$ cat config.mk
export PLATFORM = sky130hd
export DESIGN_NAME = fetch_unit_flat
export DESIGN_NICKNAME = d
export VERILOG_FILES = /design/src/rtl/shrv32_pkg.sv /design/src/rtl/fetch_unit_if.sv /design/src/rtl/fetch_fifo.sv /design/src/rtl/fetch_unit.sv /design/src/flat_wrapper.sv
export SDC_FILE = /design/constraint.sdc
export NUM_CORES = 1
export LEC_CHECK = 0
export CAP_MARGIN = 20
export CELL_PAD_IN_SITES_DETAIL_PLACEMENT = 1
export CELL_PAD_IN_SITES_GLOBAL_PLACEMENT = 1
export CORE_MARGIN = 5
export CORE_UTILIZATION = 40
export CTS_CLUSTER_DIAMETER = 40
export DETAILED_ROUTE_END_ITERATION = 8
export GPL_ROUTABILITY_DRIVEN = 0
export MAX_ROUTING_LAYER = met4
export PLACE_DENSITY_LB_ADDON = 0.1
export SYNTH_ARGS = -nofsm -noshare
export SYNTH_HDL_FRONTEND = slang
export SYNTH_SLANG_ARGS = --single-unit
$ cat constraint.sdc
create_clock -name clk -period 9.1 [get_ports clk]
set_clock_uncertainty 0.15 [all_clocks]
set_input_delay 1.365 -clock clk [delete_from_list [all_inputs] [get_ports clk]]
set_output_delay 1.365 -clock clk [all_outputs]
set_load 0.05 [all_outputs]
$ cat src/rtl/shrv32_pkg.sv
// Shared fetch-stage types and constants for the shrv32 core.
package shrv32_pkg;

   localparam int unsigned ILEN = 32;
   localparam logic [ILEN-1:0] RESET_VECTOR_DEF = 32'h0000_0000;

   typedef enum logic {
      FETCH_RUN   = 1'b0,
      FETCH_FAULT = 1'b1
   } fetch_state_e;

   typedef struct packed {
      logic [ILEN-1:0] pc;
      logic [ILEN-1:0] data;
   } fetch_entry_t;

   function automatic logic [ILEN-1:0] align_pc(input logic [ILEN-1:0] pc);
      return pc & ~ILEN'(3);
   endfunction

endpackage

$ cat src/rtl/fetch_unit_if.sv
// imem request/response and decode-side handshake bundle for the fetch unit.
interface fetch_unit_if;
   import shrv32_pkg::*;

   logic            imem_req_valid;
   logic            imem_req_ready;
   logic [ILEN-1:0] imem_req_addr;
   logic            imem_resp_valid;
   logic [ILEN-1:0] imem_resp_data;
   logic            inst_valid;
   logic            inst_ready;
   logic [ILEN-1:0] inst_data;
   logic [ILEN-1:0] inst_pc;

   modport master (
      output imem_req_valid, imem_req_addr, inst_valid, inst_data, inst_pc,
      input  imem_req_ready, imem_resp_valid, imem_resp_data, inst_ready
   );

   modport slave (
      input  imem_req_valid, imem_req_addr, inst_valid, inst_data, inst_pc,
      output imem_req_ready, imem_resp_valid, imem_resp_data, inst_ready
   );

endinterface

$ cat src/rtl/fetch_fifo.sv
// Synchronous FIFO with flush; push while full is accepted only alongside a pop.
module fetch_fifo #(
   parameter int unsigned WIDTH = 64,
   parameter int unsigned DEPTH = 2
) (
   input  logic                     clk,
   input  logic                     rst,
   input  logic                     flush_i,
   input  logic                     push_i,
   input  logic [WIDTH-1:0]         push_data_i,
   input  logic                     pop_i,
   output logic [WIDTH-1:0]         pop_data_o,
   output logic [$clog2(DEPTH):0]   count_o
);

   localparam int unsigned AW = $clog2(DEPTH);
   localparam int unsigned CW = AW + 1;

   logic [WIDTH-1:0] mem_q [DEPTH];
   logic [AW-1:0]    rd_ptr_q, rd_ptr_d, wr_ptr_q, wr_ptr_d;
   logic [CW-1:0]    count_q, count_d;
   logic             do_push, do_pop;

   always_comb begin
      do_pop   = pop_i && (count_q != '0);
      do_push  = push_i && ((count_q != CW'(DEPTH)) || do_pop);
      rd_ptr_d = do_pop  ? rd_ptr_q + AW'(1) : rd_ptr_q;
      wr_ptr_d = do_push ? wr_ptr_q + AW'(1) : wr_ptr_q;
      count_d  = count_q;
      if (do_push && !do_pop) begin
         count_d = count_q + CW'(1);
      end else if (!do_push && do_pop) begin
         count_d = count_q - CW'(1);
      end
   end

   always_ff @(posedge clk) begin
      if (rst || flush_i) begin
         rd_ptr_q <= '0;
         wr_ptr_q <= '0;
         count_q  <= '0;
      end else begin
         rd_ptr_q <= rd_ptr_d;
         wr_ptr_q <= wr_ptr_d;
         count_q  <= count_d;
      end
   end

   always_ff @(posedge clk) begin
      if (do_push && !flush_i) begin
         mem_q[wr_ptr_q] <= push_data_i;
      end
   end

   assign pop_data_o = mem_q[rd_ptr_q];
   assign count_o    = count_q;

endmodule

$ cat src/rtl/fetch_unit.sv
// Instruction fetch front end: in-order imem requests under a credit limit, buffered {pc, data} for decode.
// Optional FETCH_MISALIGN_CHECK_EN: misaligned redirect targets enter a FAULT state instead of being aligned.
module fetch_unit import shrv32_pkg::*; #(
   parameter int unsigned     BUF_DEPTH    = 2,
   parameter logic [ILEN-1:0] RESET_VECTOR = RESET_VECTOR_DEF
) (
   input  logic             clk,
   input  logic             rst,
   input  logic             redirect_valid,
   input  logic [ILEN-1:0]  redirect_pc,
   fetch_unit_if.master     bus,
   output logic             misalign_fault
);

   localparam int unsigned CNTW = $clog2(BUF_DEPTH) + 1;

   fetch_state_e    state_q, state_d;
   logic [ILEN-1:0] fetch_pc_q, fetch_pc_d;
   logic [CNTW-1:0] outst_q, outst_d;
   logic [CNTW-1:0] drop_q, drop_d;

   logic            run, ibuf_valid, deq, req_valid, req_fire;
   logic            resp_drop, resp_keep, redirect_fault;
   logic [CNTW:0]   credit_use;
   logic [ILEN-1:0] redirect_tgt;
   fetch_entry_t    ibuf_head;
   logic [CNTW-1:0] ibuf_count, pcq_count;
   logic [ILEN-1:0] pcq_head;

`ifdef FETCH_MISALIGN_CHECK_EN
   assign redirect_tgt   = redirect_pc;
   assign redirect_fault = (redirect_pc[1:0] != 2'b00);
`else
   assign redirect_tgt   = align_pc(redirect_pc);
   assign redirect_fault = 1'b0;
`endif

   always_ff @(posedge clk) begin
      if (rst) begin
         state_q <= FETCH_RUN;
      end else begin
         state_q <= state_d;
      end
   end

   always_comb begin
      state_d = state_q;
      if (redirect_valid) begin
         state_d = redirect_fault ? FETCH_FAULT : FETCH_RUN;
      end
   end

   // Credit counts everything in flight or buffered, less the entry leaving this cycle.
   always_comb begin
      run        = (state_q == FETCH_RUN);
      ibuf_valid = run && (ibuf_count != '0);
      deq        = ibuf_valid && bus.inst_ready;
      credit_use = {1'b0, outst_q} + {1'b0, ibuf_count} - (CNTW+1)'(deq);
      req_valid  = run && (credit_use < (CNTW+1)'(BUF_DEPTH)) && !redirect_valid && !rst;

      bus.imem_req_valid = req_valid;
      bus.imem_req_addr  = fetch_pc_q;
      bus.inst_valid     = ibuf_valid;
      bus.inst_data      = ibuf_head.data;
      bus.inst_pc        = ibuf_head.pc;
      misalign_fault     = 1'b0;
`ifdef FETCH_MISALIGN_CHECK_EN
      if (!run) begin
         bus.inst_pc = fetch_pc_q;
      end
      misalign_fault = !run;
`endif
   end

   // Drop count after a redirect covers every request still in flight, old drops included.
   always_comb begin
      req_fire   = req_valid && bus.imem_req_ready;
      resp_drop  = bus.imem_resp_valid && ((drop_q != '0) || redirect_valid);
      resp_keep  = bus.imem_resp_valid && !resp_drop && (pcq_count != '0);
      fetch_pc_d = req_fire ? fetch_pc_q + ILEN'(4) : fetch_pc_q;
      outst_d    = outst_q + CNTW'(req_fire) - CNTW'(bus.imem_resp_valid);
      drop_d     = drop_q;
      if (redirect_valid) begin
         fetch_pc_d = redirect_tgt;
         drop_d     = outst_d;
      end else if (resp_drop) begin
         drop_d = drop_q - CNTW'(1);
      end
   end

   always_ff @(posedge clk) begin
      if (rst) begin
         fetch_pc_q <= RESET_VECTOR;
         outst_q    <= '0;
         drop_q     <= '0;
      end else begin
         fetch_pc_q <= fetch_pc_d;
         outst_q    <= outst_d;
         drop_q     <= drop_d;
      end
   end

   fetch_fifo #(
      .WIDTH ($bits(fetch_entry_t)),
      .DEPTH (BUF_DEPTH)
   ) u_ibuf (
      .clk         (clk),
      .rst         (rst),
      .flush_i     (redirect_valid),
      .push_i      (resp_keep),
      .push_data_i ({pcq_head, bus.imem_resp_data}),
      .pop_i       (deq),
      .pop_data_o  (ibuf_head),
      .count_o     (ibuf_count)
   );

   fetch_fifo #(
      .WIDTH (ILEN),
      .DEPTH (BUF_DEPTH)
   ) u_pcq (
      .clk         (clk),
      .rst         (rst),
      .flush_i     (redirect_valid),
      .push_i      (req_fire),
      .push_data_i (fetch_pc_q),
      .pop_i       (resp_keep),
      .pop_data_o  (pcq_head),
      .count_o     (pcq_count)
   );

endmodule
$ cat src/flat_wrapper.sv
// flat-port wrapper written by rule: the top's interface ports become plain ports
module fetch_unit_flat import shrv32_pkg::*;
#(
   parameter int unsigned     BUF_DEPTH    = 2,
   parameter logic [ILEN-1:0] RESET_VECTOR = RESET_VECTOR_DEF
)
  (clk, rst, redirect_valid, redirect_pc, misalign_fault, bus_imem_req_valid, bus_imem_req_addr, bus_inst_valid, bus_inst_data, bus_inst_pc, bus_imem_req_ready, bus_imem_resp_valid, bus_imem_resp_data, bus_inst_ready);
  fetch_unit_if bus_i ();
  input  logic clk;
  input  logic rst;
  input  logic redirect_valid;
  input  logic [ILEN-1:0] redirect_pc;
  output logic misalign_fault;
  output wire logic [$bits(bus_i.imem_req_valid)-1:0] bus_imem_req_valid;
  output wire logic [$bits(bus_i.imem_req_addr)-1:0] bus_imem_req_addr;
  output wire logic [$bits(bus_i.inst_valid)-1:0] bus_inst_valid;
  output wire logic [$bits(bus_i.inst_data)-1:0] bus_inst_data;
  output wire logic [$bits(bus_i.inst_pc)-1:0] bus_inst_pc;
  input wire logic [$bits(bus_i.imem_req_ready)-1:0] bus_imem_req_ready;
  input wire logic [$bits(bus_i.imem_resp_valid)-1:0] bus_imem_resp_valid;
  input wire logic [$bits(bus_i.imem_resp_data)-1:0] bus_imem_resp_data;
  input wire logic [$bits(bus_i.inst_ready)-1:0] bus_inst_ready;
  assign bus_imem_req_valid = bus_i.imem_req_valid;
  assign bus_imem_req_addr = bus_i.imem_req_addr;
  assign bus_inst_valid = bus_i.inst_valid;
  assign bus_inst_data = bus_i.inst_data;
  assign bus_inst_pc = bus_i.inst_pc;
  assign bus_i.imem_req_ready = bus_imem_req_ready;
  assign bus_i.imem_resp_valid = bus_imem_resp_valid;
  assign bus_i.imem_resp_data = bus_imem_resp_data;
  assign bus_i.inst_ready = bus_inst_ready;
  fetch_unit #(.BUF_DEPTH(BUF_DEPTH), .RESET_VECTOR(RESET_VECTOR)) u_core (.clk(clk), .rst(rst), .redirect_valid(redirect_valid), .redirect_pc(redirect_pc), .bus(bus_i), .misalign_fault(misalign_fault));
endmodule
==> results of run 1 <==
cells by family after synthesis:
| kind of cell | Yosys count | share of synthesized area |
|---|---|---|
| adders and majority gates | 9 | 0.0131 |
| AOI/OAI and AO/OA | 66 | 0.0455 |
| DFF | 228 | 0.697 |
| buffers and inverters | 43 | 0.0223 |
| muxes | 96 | 0.117 |
| and+or+nand+nor | 131 | 0.0795 |
| xor gates and xnor gates | 26 | 0.0248 |
| other | 1 | 0.000408 |
placed cells by master (no fill, tap or decap), types with 7 or more instances in the layout:
cell / n
clkdlybuf4s50_1: 161
a21oi_1: 18
clkbuf_16: 37
inv_1: 11
xor2_1: 20
nand2_1: 21
nand4_1: 8
o22ai_1: 9
nor2_1: 37
edfxtp_1: 184
o21ai_0: 10
dfxtp_1: 43
nand3_1: 17
mux2_2: 93
a31oi_1: 12
and2_1: 9
ha_1: 8
buf_4: 7
stage by stage:
| stage | hold WS (ps) | worst slack [ps] | instances | instance area, sq um |
|---|---|---|---|---|
| finish | 355 | 3490 | 1090 | 12200 |
| global route | 391 | 3270 | 1090 | 12200 |
| CTS | 360 | 3460 | 1090 | 12200 |
| detailed placement | 347 | 3480 | 1026 | 11100 |
| global placement | 330 | 3510 | 1026 | 11100 |
| floorplan | 316 | 2340 | 604 | 9200 |
flip-flops by register name, summed over array words and instances, names as in the netlist, named ones only:
name and flops:
u_core.bus.imem_req_addr 30, u_core.drop_q 2, u_core.outst_q 2, u_core.u_ibuf.count_o 2
u_core.u_ibuf.mem_q 124, u_core.u_ibuf.rd_ptr_q 1, u_core.u_ibuf.wr_ptr_q 1, u_core.u_pcq.count_o 2
u_core.u_pcq.mem_q 60, u_core.u_pcq.rd_ptr_q 1, u_core.u_pcq.wr_ptr_q 1
worst paths after layout:
path / startpoint / to / slack [ps] / cells after the start
max: bus_inst_ready / bus_imem_req_valid / 3490 / 9
min: u_core.u_pcq.rd_ptr_q / flip-flop / 350 / 2
max reg2reg: u_core.u_ibuf.count_o[0] / u_core.u_pcq.mem_q[1][24] / 4670 / 12
min reg2reg: u_core.u_pcq.rd_ptr_q / flip-flop / 350 / 2
metal layers:
layer,wire [microns],share of wire,global-route usage
met4,398,0.018,0.0500
met2,11200,0.51,0.298
met3,1320,0.061,0.0380
met1,8890,0.41,0.199
met5,0,0,-
power breakdown:
| part | switching, W | internal, W |
|---|---|---|
| registers | 0.0000247 | 0.00115 |
| logic | 0.000120 | 0.0000842 |
| clock network | 0.000470 | 0.000783 |
worst reg2reg max path, cell delays in order (launching register included):
cell       delay [ps]
dfxtp_1           350
or2_2             320
nand2_1           130
inv_1              60
ha_1              280
nand2b_1          160
fa_1              560
nand4bb_4         150
or2_1             230
buf_4             250
a31oi_2           320
and2_1            800
buf_4             370
layout make-up:
cell class,instances,area share
repair buffers,168,0.136
clock buffers,42,0.0782
flip-flops and latches,228,0.525
well taps,285,0.0292
inverters,12,0.00390
clock inverters,22,0.0135
multi-input cells,333,0.214
==> impl_results.md, run 1 <==
- Power Total: approximately 0.0026 W
- Hold buffers post-CTS: 0
- Vias/cell: approximately 5.1
- Post-Route WL: between 20000 and 25000 microns
- Area occupied by multi-input gates: 2610 sq um
- Yosys reg bits: between 200 and 250
- Setup TNS: 0 ps
- Max_cap viols: 0
- FFs w/ async S/R, synth: 0
- Placed wire-length estimate: between 10000 and 15000 microns
- Crit path buffers/inverters: 3
- Peak supply drop: 102 uV
- Clk sinks: ~230
- Final worst path period need: 5610 ps
- Initial detailed-routing violation count: 200
- Area delta synth->final: 32.8%
- Synth top area cells: edfxtp_1 (60%), mux2_2 (11%), dfxtp_1 (9.6%), xor2_1 (1.9%), nor2_1 (1.5%)
- Slew at the pin closest to its max-slew limit: between 1000 and 1500 ps
- CTS clk-pin slew, worst paths: 50 ps
- Required time worst endpoint: between 7000 and 8000 ps
- EDFF count, synth: about 180
- Worst-path maximum fanout: 6
- Startpoint Class: input pin
- Number of I/O port buffers: ~160
- CP cell instances: clkdlybuf4s50_1, nand2_1, inv_1, ha_1, nand2b_1, fa_1, xnor2_1, nor3b_1, clkdlybuf4s50_1
- Post-CTS sizing: 0
- Synth Cell Area: 9190 sq um
- CP max stage cell: clkdlybuf4s50_1
- Syn Inst Count: 600
- Post-route antenna net violation count: 0
- Leading area contributor after synthesis: edfxtp_1
- Via count: around 5600
- Num CTS Buffers: 37
- NumNets Final: ~860
- Global-route wire length before repair: ~34000 microns
- Initial antenna violation count: 0
- Starting Density: 0.406
- Row cnt: 55
- Vias in the first global route: roughly 6300
- Wirelength per Cell: 20.0 microns
- Total number of yosys warnings: 0
- Slew Viols, Final: 0
- Cell with the most instances after synthesis: edfxtp_1
- Hold Fails Final Rpt: 0
- CP peak stage delay: about 840 ps
- GRT Residual Overflow: 0
- Largest net degree at the start of global routing: 63
- Post-synthesis average cell area: ~15 sq um
- Core ar.: 22600 sq um
- Final core utilization: 0.539
- Die area: roughly 26000 sq um
- Fillers: 2162
- Reg area: approximately 6400 sq um
- Slew headroom: 0.314
- Antenna cells: 0
- Status: completed
- Crit Path Class: in -> out
- CTS tree: yes
- Prevailing post-synth register cell: edfxtp_1
- Clk_lat worst skew: around 500 ps
- I/O pin total: 169
- CTS H-tree depth: 2
- Post-synthesis sequential area ratio: 0.697
- Drt pass-1 iters: 4
- Synth unique cells: 56
- Deepest clock path buffer count: 3
- Crit path arrival time: between 4000 and 5000 ps
- RSZ-0062 raised after global routing: false
- Die W: 162 microns
- Die height: between 150 and 200 microns
- Post-CTS Setup Bufs: 0
- # setup viols final: 0
- Top post-synthesis cells by count: edfxtp_1 (184), mux2_2 (93), dfxtp_1 (44)
- Residual DRC: 0
- Root Driver: clkbuf_16
- Final Cycle Share: 0.617
- Power Dens Cells: ~220 nW/um^2
- Cell mode on critical path: clkdlybuf4s50_1
- Leak Pwr: between 4 and 5 nW
- Layout cell share with drive strength beyond 1: 0.211
- Fmax achieved: roughly 0.18 GHz
- CP endpoint kind: output port
- Worst path top cell family by delay: buffers and inverters
- Min-Delay Path Class: reg -> reg
- Total Routing Usage GR: 0.171
- Yosys top cell area share: 0.601
(Power assumes the default switching activity.)
==> inputs of run 2 (changes only) <==
Clock period 9.1 ns to 5.2 ns, I/O delays scaled along.
==> impl_results.md, run 2 (same netlist as run 1, synthesis figures left out) <==
- Die area: 26100 sq um (unchanged)
- CP endpoint kind: output port (unchanged)
- Int Power: 0.00373 W (was 0.00202 W)
- Power Total: 0.00489 W (was 0.00264 W)
- Cell mode on critical path: clkdlybuf4s50_1 (unchanged)
- Via count: 5658 (was 5606)
- Status: completed (unchanged)
- Deepest clock path buffer count: 3 (unchanged)
- Row cnt: 55 (unchanged)
- Peak supply drop: 183 uV (was 102 uV)
- Setup TNS: 0 ps (unchanged)
- Drt pass-1 iters: 4 (unchanged)
- CTS tree: yes (unchanged)
- CP cell instances: clkdlybuf4s50_1, nand2_1, inv_1, ha_1, nand2b_1, fa_1, xnor2_1, nor3b_1, clkdlybuf4s50_1 (unchanged)
- Crit path launch: bus_inst_ready (unchanged)
- Slew at the pin closest to its max-slew limit: 994 ps (was 1030 ps)
- Post-route antenna net violation count: 0 (unchanged)
- Hold buffers post-CTS: 0 (unchanged)
- Switch share: 0.237 (was 0.233)
- Antenna cells: 0 (unchanged)
- Die height: 162 microns (unchanged)
- Global-route wire length before repair: 34300 microns (about the same)
- Min-Delay Path Class: reg -> reg (unchanged)
- Fmax achieved: 0.225 GHz
- Layout cell share with drive strength beyond 1: 0.228 (was 0.211)
- Crit Path Class: in -> out (unchanged)
- Reg-to-Reg End: u_core.u_pcq.mem_q[0][23] (was u_core.u_pcq.mem_q[1][24])
- Most frequent cells in the layout: edfxtp_1 (184), clkdlybuf4s50_1 (161), mux2_2 (93) (unchanged)
- I/O pin total: 169 (unchanged)
- Post-CTS sizing: 0 (unchanged)
- Placed wire-length estimate: 14100 microns (was 13900 microns)
- Max FFs per register: 124 (unchanged)
- Sequential group share of total power: 0.422 (was 0.447)
- Worst path top cell family by delay: buffers and inverters (unchanged)
- Area delta synth->final: 35.0% (was 32.8%)
- Largest net degree at the start of global routing: 63 (unchanged)
- Post-Route WL: 21900 microns (was 21800 microns)
- Reg-to-reg setup timing slack: 1450 ps (was 4670 ps)
- Vias/cell: 5.16 (was 5.14)
- Crit path arrival time: 3520 ps (was 4100 ps)
- Commonest non-fill, non-tap cell in the layout: edfxtp_1 (unchanged)
- Worst-path maximum fanout: 6 (unchanged)
- Total Routing Usage GR: 0.172 (was 0.171)
- Starting Density: 0.406 (unchanged)
- Levels on crit path: 9 (unchanged)
- Clk sinks: 228 (unchanged)
- Root Driver: clkbuf_16 (unchanged)
- Power Dens Cells: 394 nW/um^2 (was 216 nW/um^2)
- Die W: 162 microns (unchanged)
- Max_cap viols: 0 (unchanged)
- Final Cycle Share: 0.856
- Worst setup endpoint: bus_imem_req_valid (unchanged)
- Fillers: 2166 (was 2162)
- Num CTS Buffers: 38 (was 37)
- Worst-case reg-to-reg path depth: 11 (was 12)
- Clock Power Share: 0.504 (was 0.475)
- Startpoint Class: input pin (unchanged)
- Core ar.: 22600 sq um (unchanged)
- Largest reg by FF count: u_core.u_ibuf.mem_q (unchanged)
- Comb power frac: 0.074 (was 0.077)
- CTS H-tree depth: 2 (unchanged)
- Slew headroom: 0.337 (was 0.314)
- Post-route cell area: 12400 sq um (was 12200 sq um)
- CP peak stage delay: 840 ps (about the same)
- CTS clk-pin slew, worst paths: 60 ps (was 50 ps)
- NumNets Final: 862 (was 859)
- CP max stage cell: clkdlybuf4s50_1 (unchanged)
- Slew Viols, Final: 0 (unchanged)
- Leak Pwr: 4.24 nW (was 4.12 nW)
- RR Startpoint: u_core.u_ibuf.count_o[0] (unchanged)
- Crit path buffers/inverters: 3 (unchanged)
- Psw: 0.00116 W (was 0.000614 W)
- Residual DRC: 0 (unchanged)
- # setup viols final: 0 (unchanged)
- Initial detailed-routing violation count: 323 (was 200)
- Post-placement cell area: 11100 sq um (about the same)
- Required time worst endpoint: 4270 ps (was 7590 ps)
- Wirelength per Cell: 19.9 microns (was 20.0 microns)
- Vias in the first global route: 6141 (was 6261)
- Initial antenna violation count: 0 (unchanged)
- Number of I/O port buffers: 161 (unchanged)
- RSZ-0062 raised after global routing: false (unchanged)
- Post-CTS Setup Bufs: 0 (unchanged)
- Final worst path period need: around 4500 ps
- GRT Residual Overflow: 0 (unchanged)
- Clk_lat worst skew: 500 ps (about the same)
- Hold Fails Final Rpt: 0 (unchanged)
==> run 2: cell types whose count changed in the layout (fill, tap and decap cells not counted), moves of 2 or more <==
cell	previous run	this run
clkbuf_1	4	1
clkbuf_16	37	41
clkinv_1	6	1
inv_6	3	7
clkinv_2	3	7
inv_8	0	2
clkinvlp_4	6	2
==> run 2: layout make-up <==
type / count / area [sq um] / area share
Clock buffer: 42 / 1030 / 0.0830
Clock inverter: 27 / 255 / 0.0206
Inverter: 12 / 47.5 / 0.00383
Multi-Input combinational cell: 333 / 2610 / 0.211
Sequential cell: 228 / 6410 / 0.517
Tap cell: 285 / 357 / 0.0287
Timing Repair Buffer: 170 / 1690 / 0.136
==> run 2: power groups by stage <==
stage / Combinational, W / Clock [W] / Sequential, W
global route: 0.000389 / 0.00263 / 0.00207
finish: 0.000362 / 0.00246 / 0.00206
CTS: 0.000366 / 0.00252 / 0.00206
floorplan: 0.000171 / 0 / 0.00214
detailed placement: 0.000363 / 0 / 0.00210
global placement: 0.000352 / 0 / 0.00210
==> run 2: through the flow <==
step	hold WS, ps	util	instances	setup slack [ps]
2_1_floorplan	316	-	604	571
5_1_grt	395	0.548	1097	587
3_5_place_dp	346	0.491	1028	764
6_report	371	0.548	1097	749
4_1_cts	374	0.548	1097	717
3_3_place_gp	330	0.491	1028	757
==> run 2: worst min-delay path by stage <==
stage | slack, ps | start | depth (start not counted) | endpoint
2_1_floorplan | 320 | u_core.u_ibuf.count_o[1] | 2 | u_core.u_ibuf.count_o[1]
3_5_place_dp | 350 | u_core.u_pcq.rd_ptr_q | 2 | flip-flop
5_1_grt | 390 | u_core.u_pcq.rd_ptr_q | 2 | flip-flop
3_3_place_gp | 330 | u_core.u_ibuf.count_o[1] | 2 | u_core.u_ibuf.count_o[1]
4_1_cts | 370 | u_core.u_pcq.rd_ptr_q | 2 | flip-flop
6_report | 370 | u_core.u_pcq.rd_ptr_q | 2 | flip-flop
==> run 2: tightest hold or removal path: stages, from the launching register on <==
cell and delay, ps:
dfxtp_1 330, xor2_1 80, nor2_1 80
==> run 2: per-layer routing <==
layer,share of wire,track usage,up-vias
li1,-,-,2657
met1,0.42,0.208,2819
met2,0.51,0.293,157
met3,0.055,0.0390,25
met4,0.013,0.0415,0
met5,0,-,-
==> inputs of run 3 (changes only) <==
Settings changed: CELL_PAD_IN_SITES_DETAIL_PLACEMENT 1 to 0, CELL_PAD_IN_SITES_GLOBAL_PLACEMENT 1 to 2, CORE_ASPECT_RATIO set to 0.7, CORE_UTILIZATION 40 to 37.
==> impl_results.md, run 3 (same netlist as run 1, synthesis figures left out) <==
- CP endpoint kind: output port (unchanged)
- Final worst path period need: 4540 ps (was 4450 ps)
- CTS tree: yes (unchanged)
- Initial antenna violation count: 0 (unchanged)
- Pre-CTS setup slack: 626 ps (was 764 ps)
- Global-route wire length before repair: 32100 microns (was 34300 microns)
- Wirelength per Cell: 18.6 microns (was 19.9 microns)
- Final worst setup slack: 658 ps (was 749 ps)
- Hold Fails Final Rpt: 0 (unchanged)
- Reg-to-reg setup timing slack: 1430 ps (was 1450 ps)
- Post-CTS Setup Bufs: 0 (unchanged)
- Vias/cell: 4.89 (was 5.16)
- Core ar.: 24600 sq um (was 22600 sq um)
- Row cnt: 48 (was 55)
- Worst-case reg-to-reg path depth: 11 (unchanged)
- Most frequent cells in the layout: edfxtp_1 (184), clkdlybuf4s50_1 (161), mux2_2 (93) (unchanged)
- Residual DRC: 0 (unchanged)
- GRT Residual Overflow: 0 (unchanged)
- Required time worst endpoint: 4270 ps (about the same)
- Clk sinks: 228 (unchanged)
- Die height: 142 microns (was 162 microns)
- # setup viols final: 0 (unchanged)
- Post-CTS sizing: 0 (unchanged)
- Starting Density: 0.374 (was 0.406)
- Number of I/O port buffers: 161 (unchanged)
- Worst-path maximum fanout: 6 (unchanged)
- Min-Delay Path Class: reg -> reg (unchanged)
- Placed wire-length estimate: 13500 microns (was 14100 microns)
- Drt pass-1 iters: 4 (unchanged)
- Die area: 28100 sq um (was 26100 sq um)
- Num CTS Buffers: 31 (was 38)
- Startpoint Class: flip-flop (was input pin)
- Vias in the first global route: 5595 (was 6141)
- Slew headroom: 0.349 (was 0.337)
- Post-route antenna net violation count: 0 (unchanged)
- Worst hold stages: 2 (unchanged)
- Post-Route WL: 20900 microns (was 21900 microns)
- CP cell instances: or2_2, nand2_1, inv_1, ha_1, nand2b_1, fa_1, xnor2_1, nor3b_1, clkdlybuf4s50_1 (was clkdlybuf4s50_1, nand2_1, inv_1, ha_1, nand2b_1, fa_1, xnor2_1, nor3b_1, clkdlybuf4s50_1)
- Peak supply drop: 242 uV (was 183 uV)
- Area delta synth->final: 32.4% (was 35.0%)
- RSZ-0062 raised after global routing: false (unchanged)
- Deepest clock path buffer count: 3 (unchanged)
- Final Cycle Share: 0.873 (was 0.856)
- I/O pin total: 169 (unchanged)
- Via count: 5491 (was 5658)
- Crit Path Class: reg -> out (was in -> out)
- Slew Viols, Final: 0 (unchanged)
- Layout cell share with drive strength beyond 1: 0.212 (was 0.228)
- Root Driver: clkbuf_16 (unchanged)
- Max FFs per register: 124 (unchanged)
- Antenna cells: 0 (unchanged)
- Commonest non-fill, non-tap cell in the layout: edfxtp_1 (unchanged)
- CP max stage cell: clkdlybuf4s50_1 (unchanged)
- Die W: 198 microns (was 162 microns)
- NumNets Final: 854 (was 862)
- Setup TNS: 0 ps (unchanged)
- Total Routing Usage GR: 0.149 (was 0.172)
- Post-placement cell area: 11100 sq um (about the same)
- CP peak stage delay: 860 ps (was 840 ps)
- Leak Pwr: 4.09 nW (was 4.24 nW)
- CTS H-tree depth: 1 (was 2)
- Crit path arrival time: 3610 ps (was 3520 ps)
- Max_cap viols: 0 (unchanged)
- Initial detailed-routing violation count: 267 (was 323)
- Largest net degree at the start of global routing: 63 (unchanged)
- Largest reg by FF count: u_core.u_ibuf.mem_q (unchanged)
- CTS clk-pin slew, worst paths: 60 ps (about the same)
- Clk_lat worst skew: 540 ps (was 500 ps)
- Slew at the pin closest to its max-slew limit: 977 ps (was 994 ps)
- Hold buffers post-CTS: 0 (unchanged)
- Status: completed (unchanged)
- Fmax achieved: 0.220 GHz (was 0.225 GHz)
- Power Dens Cells: 367 nW/um^2 (was 394 nW/um^2)
- Post-route cell area: 12200 sq um (was 12400 sq um)
-- run 3: metal layers --
| layer | vias to the layer above | track usage | wire length (microns) |
|---|---|---|---|
| li1 | 2630 | - | - |
| met1 | 2705 | 0.206 | 9910 |
| met2 | 127 | 0.228 | 9470 |
| met3 | 29 | 0.0337 | 1160 |
| met4 | 0 | 0.0304 | 386 |
| met5 | - | - | 0 |
-- run 3: critical path: cells and delay by family, from the launching register on --
kind | cells | cell delay [ps]
buf+inv | 2 | 920
fa+ha+maj | 2 | 650
simple gates | 4 | 930
flops | 1 | 350
xor+xnor | 1 | 220
-- run 3: per-stage QoR --
stage          instances  hold slack [ps]  utilization  power [W]
6_report            1123              360        0.495    0.00447
5_1_grt             1123              399        0.495    0.00463
4_1_cts             1123              365        0.495    0.00452
3_5_place_dp        1067              349        0.454    0.00246
3_3_place_gp        1067              333        0.454    0.00245
2_1_floorplan        604              316            -    0.00231
-- run 3: path summary, 6_finish.rpt --
path	from	to
worst min-delay path	u_core.u_pcq.rd_ptr_q	u_core.u_pcq.rd_ptr_q
worst max-delay path	u_core.u_ibuf.count_o[0]	bus_imem_req_valid
worst min register to register	u_core.u_pcq.rd_ptr_q	u_core.u_pcq.rd_ptr_q
worst max register to register	u_core.u_ibuf.count_o[0]	u_core.u_pcq.mem_q[0][25]
-- run 3: power by group --
part,switching (W),internal [W],leakage (nW)
clock network,0.000792,0.00126,0.495
logic,0.000207,0.000148,1.56
registers,0.0000414,0.00202,2.03
total,0.00104,0.00343,4.09
-- run 3: layout make-up --
type                    count  area (sq um)
inverters                  12          47.5
well taps                 325           407
multi-input cells         333          2610
clock buffers              34           797
flip-flops and latches    228          6410
clock inverters            22           220
fillers                  2159         12400
repair buffers            169          1670
